<file path="config.mk">
export PLATFORM = sky130hd
export DESIGN_NAME = pri_dec_2_4_seq
export DESIGN_NICKNAME = d
export VERILOG_FILES = /design/src/rtl/pri_dec_2_4_seq.sv
export SDC_FILE = /design/constraint.sdc
export NUM_CORES = 1
export LEC_CHECK = 0
export CAP_MARGIN = 20
export CORE_ASPECT_RATIO = 2
export CORE_UTILIZATION = 30
export CTS_CLUSTER_DIAMETER = 80
export DETAILED_ROUTE_END_ITERATION = 8
export GPL_TIMING_DRIVEN = 0
export PLACE_DENSITY = 0.58
export SYNTH_ARGS = -nofsm -noshare
export SYNTH_HDL_FRONTEND = slang
export SYNTH_SLANG_ARGS = --single-unit
export TNS_END_PERCENT = 10
</file>
<file path="constraint.sdc">
create_clock -name clk -period 1.8 [get_ports clk]
set_clock_uncertainty 0.05 [all_clocks]
set_input_delay 0.36 -clock clk [delete_from_list [all_inputs] [get_ports clk]]
set_output_delay 0.36 -clock clk [all_outputs]
set_load 0.03 [all_outputs]
</file>
<file path="src/rtl/pri_dec_2_4_seq.sv">
// Sequential 2-to-4 decoder fed by a priority-encoder style {idle, y1, y0} handshake.
// Each accepted code drives a one-hot line for HOLD_CYC cycles, then an all-zero gap of GAP_CYC cycles.
module pri_dec_2_4_seq #(
  parameter int HOLD_CYC = 3,
  parameter int GAP_CYC  = 1,
  parameter int CNT_W    = 8
) (
  input  logic             clk,
  input  logic             rst,
  input  logic             y0,
  input  logic             y1,
  input  logic             idle,
  input  logic             in_valid,
  output logic             in_ready,
  output logic [3:0]       d,
  output logic             busy,
  output logic [CNT_W-1:0] idle_cnt,
  output logic [CNT_W-1:0] dec_cnt
);

  localparam int MAX_CYC = (HOLD_CYC > GAP_CYC) ? HOLD_CYC : GAP_CYC;
  localparam int CW      = (MAX_CYC > 1) ? $clog2(MAX_CYC) : 1;

  localparam logic [CW-1:0] HOLD_LD = CW'(HOLD_CYC - 1);
  localparam logic [CW-1:0] GAP_LD  = CW'((GAP_CYC > 0) ? (GAP_CYC - 1) : 0);

  typedef enum logic [1:0] {
    S_IDLE  = 2'd0,
    S_DRIVE = 2'd1,
    S_GAP   = 2'd2
  } state_t;

  state_t             state_q, state_d;
  logic [CW-1:0]      cnt_q, cnt_d;
  logic [3:0]         d_q, d_d;
  logic [CNT_W-1:0]   idle_cnt_q, idle_cnt_d;
  logic [CNT_W-1:0]   dec_cnt_q, dec_cnt_d;
  logic               accept;

  function automatic logic [CNT_W-1:0] sat_inc(input logic [CNT_W-1:0] v);
    return (&v) ? v : v + CNT_W'(1);
  endfunction

  function automatic logic [3:0] onehot(input logic [1:0] idx);
    logic [3:0] r;
    r = 4'b0000;
    r[idx] = 1'b1;
    return r;
  endfunction

  assign in_ready = (state_q == S_IDLE);
  assign accept   = in_valid && in_ready;

  always_comb begin
    state_d    = state_q;
    cnt_d      = cnt_q;
    d_d        = d_q;
    idle_cnt_d = idle_cnt_q;
    dec_cnt_d  = dec_cnt_q;
    unique case (state_q)
      S_IDLE: begin
        d_d = 4'b0000;
        // y1/y0 are only looked at for non-idle codes, so X on them under idle=1 cannot reach d
        if (accept) begin
          if (idle) begin
            idle_cnt_d = sat_inc(idle_cnt_q);
          end else begin
            d_d       = onehot({y1, y0});
            dec_cnt_d = sat_inc(dec_cnt_q);
            cnt_d     = HOLD_LD;
            state_d   = S_DRIVE;
          end
        end
      end
      S_DRIVE: begin
        if (cnt_q != '0) begin
          cnt_d = cnt_q - CW'(1);
        end else begin
          d_d = 4'b0000;
          if (GAP_CYC > 0) begin
            cnt_d   = GAP_LD;
            state_d = S_GAP;
          end else begin
            state_d = S_IDLE;
          end
        end
      end
      S_GAP: begin
        d_d = 4'b0000;
        if (cnt_q != '0) cnt_d = cnt_q - CW'(1);
        else             state_d = S_IDLE;
      end
      default: begin
        d_d     = 4'b0000;
        cnt_d   = '0;
        state_d = S_IDLE;
      end
    endcase
  end

  always_ff @(posedge clk) begin
    if (rst) begin
      state_q    <= S_IDLE;
      cnt_q      <= '0;
      d_q        <= 4'b0000;
      idle_cnt_q <= '0;
      dec_cnt_q  <= '0;
    end else begin
      state_q    <= state_d;
      cnt_q      <= cnt_d;
      d_q        <= d_d;
      idle_cnt_q <= idle_cnt_d;
      dec_cnt_q  <= dec_cnt_d;
    end
  end

  assign d        = d_q;
  assign busy     = (state_q != S_IDLE);
  assign idle_cnt = idle_cnt_q;
  assign dec_cnt  = dec_cnt_q;

endmodule

</file>
==> impl_metrics.yaml <==
timing:
  rsz0062_at_grt: "true"
  tns_ns: 0
  worst_slew_pin_slew_ns: 0.482
  fin_crit_sh_pct: 98.7
  setup_ws_ns: 0.0226
  setup_viol: 0
  relSlewSlack_pct: 67.8
  hold_viol_final: 0
  drv_slew: 0
  fmax_ghz: 0.563
  period_needed_ns: 1.78
flow_run:
  drv_cap: 0
pwr:
  p_seq_share_pct: 47.6
  internal_power_uw: 910
  switchingPower_uw: 266
  pwr-share-comb_pct: 13.3
  swShare_pct: 22.6
  p_leak_uw: 0.000764
  ir_worst_vdd_uv: 441
  p_per_area_mw_per_mm2: 725
  clkPwrFrac_pct: 39.1
clock_tree:
  cts_tree: "yes"
  clk_pin_slew_ns: 0.08
  clk-insertion-delay-late_ns: 0.26
  numClockSinks: 24
  clock_path_buffers: 2
  htreeDepth: 1
  root_buffer: "clkbuf_8"
  cts_buffers: 3
synth:
  synthDistinctLibCells: 36
  synth-seq-cells: 24
  synth_common_cells: "dfxtp_1 (24), nor2_1 (24), xor2_1 (8)"
  netlist_area_mm2: 0.00119
  synth_nets: 144
  synth_top_area_cell: "dfxtp_1"
  synthArstFlopShare_pct: 0
  synth_top_cell_area_share_pct: 40.5
  synth_warnings: 0
  syn-instance-count: 133
  synth.area.top_cells: "dfxtp_1 (41%), nor2_1 (7.6%), xor2_1 (5.9%)"
  ys.flop_type: "dfxtp_1"
  seq_area_frac_synth_pct: 40.5
  synth_area_per_cell_um2: 8.92
  synth-edff-count: 0
critical_path:
  cp_slowest_cell: "dfxtp_1"
  critPathMaxStageDelay_ns: 0.34
  crit_arrival_ns: 1.37
  setup.worst_path.end_class: "output port"
  worstPathRequired_ns: 1.39
  crit_fanout: 10
  crit_path_start_kind: "flop"
  crit_type: "reg -> out"
  path_cells: "buf_2 -> or2_2 -> clkdlybuf4s15_2"
global_route:
  grt_antenna_before_repair: 0
  grtUsageTotal_pct: 13.1
  grt_pass1_wl_um: 4160
  overflow: 0
  grt_max_degree: 15
  grt_pass1_vias: 988
routing:
  final_antenna_net_count: 0
  vias_per_cell: 4.90
  wirelength_um: 2560
  vias: 1063
  drt-initial-drc-count: 10
  first_pass_iters: 4
  post_drt_wl_per_cell_um: 11.8
  drc_errors: 0
die:
  start_util_pct: 31.2
  die_w_um: 46.5
  dieArea_mm2: 0.00422
  die_h_um: 90.9
  io_pins: 28
  rows: 32
  core_area_mm2: 0.00380
placement:
  place.gp.congestion: 0.770
  io_buffer_count: 27
  post-place-ws_ns: -0.322
  hpwl_um: 1950
status:
  status: "completed"
final_layout:
  fin_nets: 178
  drive_above_1_share_pct: 10.2
  register_area_um2: 480
  nFillCells: 385
  multi_input_area_um2: 674
  num_antenna_cells: 0
  syn_to_final_growth_pct: 36.8
min_path:
  hold_class: "reg -> reg"
[final cells by class]
| type | instances | area share (%) |
|---|---|---|
| multi-input combinational | 100 | 41.6 |
| sequential | 24 | 29.6 |
| timing repair buffer | 29 | 18.3 |
| tap | 51 | 3.93 |
| clock buffer | 3 | 2.54 |
| clock inverter | 1 | 1.85 |
| buffer | 5 | 1.31 |
| inverter | 4 | 0.925 |
[flip-flops by register name, indices dropped and copies added, names as in the netlist]
signal    count
cnt_q         2
d             4
idle_cnt      8
state_q       2
dec_cnt       8
[timing repair]
item,in CTS,in global routing
pin swaps,1,1
setup buffers,0,2
gates resized for setup,12,10
endpoints found under the setup margin,7,19
hold buffers,0,0
[placed cells by master, fill, tap and decap left out, drive strengths merged, types with 2 or more instances in the layout]
cell type      synthesis  layout
nand3                  5       5
o2111ai                2       2
ha                     5       5
clkbuf                 3       6
nor2                  24      24
dlygate4sd2            0       4
o21ai                  4       4
and3                   5       5
mux2i                  2       2
a22oi                  2       2
dfxtp                 24      24
clkdlybuf4s50          0      13
buf                    2       5
nor3                   7       7
dlymetal6s2s           0       8
nor3b                  2       2
a21oi                  7       7
o211ai                 3       3
nor2b                  4       4
xor2                   8       8
nand4                  3       3
a211oi                 3       3
inv                    4       4
[path summary, 6_finish.rpt]
kind | cells past startpoint | end | start | slack [ns]
max reg2reg | 5 | dec_cnt[1] | dec_cnt[4] | 0.17
min reg2reg | 2 | d[0] | d[0] | 0.46
max | 3 | busy | state_q[0] | 0.02
min | 2 | d[0] | d[0] | 0.46
[stage by stage]
step	hold slack (ns)	total power [uW]	instances	util, %	cell area (um^2)
global route	0.495	1230	217	42.7	1620
detailed placement	0.442	729	211	40.0	1520
global placement	0.420	722	211	40.0	1520
finish	0.457	1180	217	42.7	1620
floorplan	0.378	668	133	-	1190
CTS	0.463	1190	215	41.6	1580
[per-layer routing]
metal / wire length, um / share of wire [%] / track usage (%)
met1: 1030 / 40 / 14.3
met2: 1420 / 55 / 22.3
met3: 90 / 3.5 / 3.20
met4: 29 / 1.1 / 5.15
met5: 0 / 0 / 0
[cells by family after synthesis]
| group | synth area share, % |
|---|---|
| flip-flops | 40.5 |
| XOR/XNOR | 5.91 |
| adder cells (fa/ha/maj) | 5.27 |
| buffers and inverters | 3.06 |
| AO/OA/AOI/OAI | 14.9 |
| AND/OR/NAND/NOR | 28.7 |
| multiplexers | 1.69 |
[power by group through the flow]
stage / registers [uW] / logic [uW] / clock network (uW)
2_1_floorplan: 586 / 82.6 / 0
3_3_place_gp: 571 / 151 / 0
3_5_place_dp: 573 / 156 / 0
4_1_cts: 560 / 154 / 472
5_1_grt: 563 / 173 / 495
6_report: 560 / 157 / 460
[worst max-delay path, delay by kind of cell (launching register included)]
kind	cells	cell delay (ns)
flops	1	0.34
simple gates	1	0.31
buf+inv	2	0.45
Note: power is estimated with default switching activity, not from simulation.
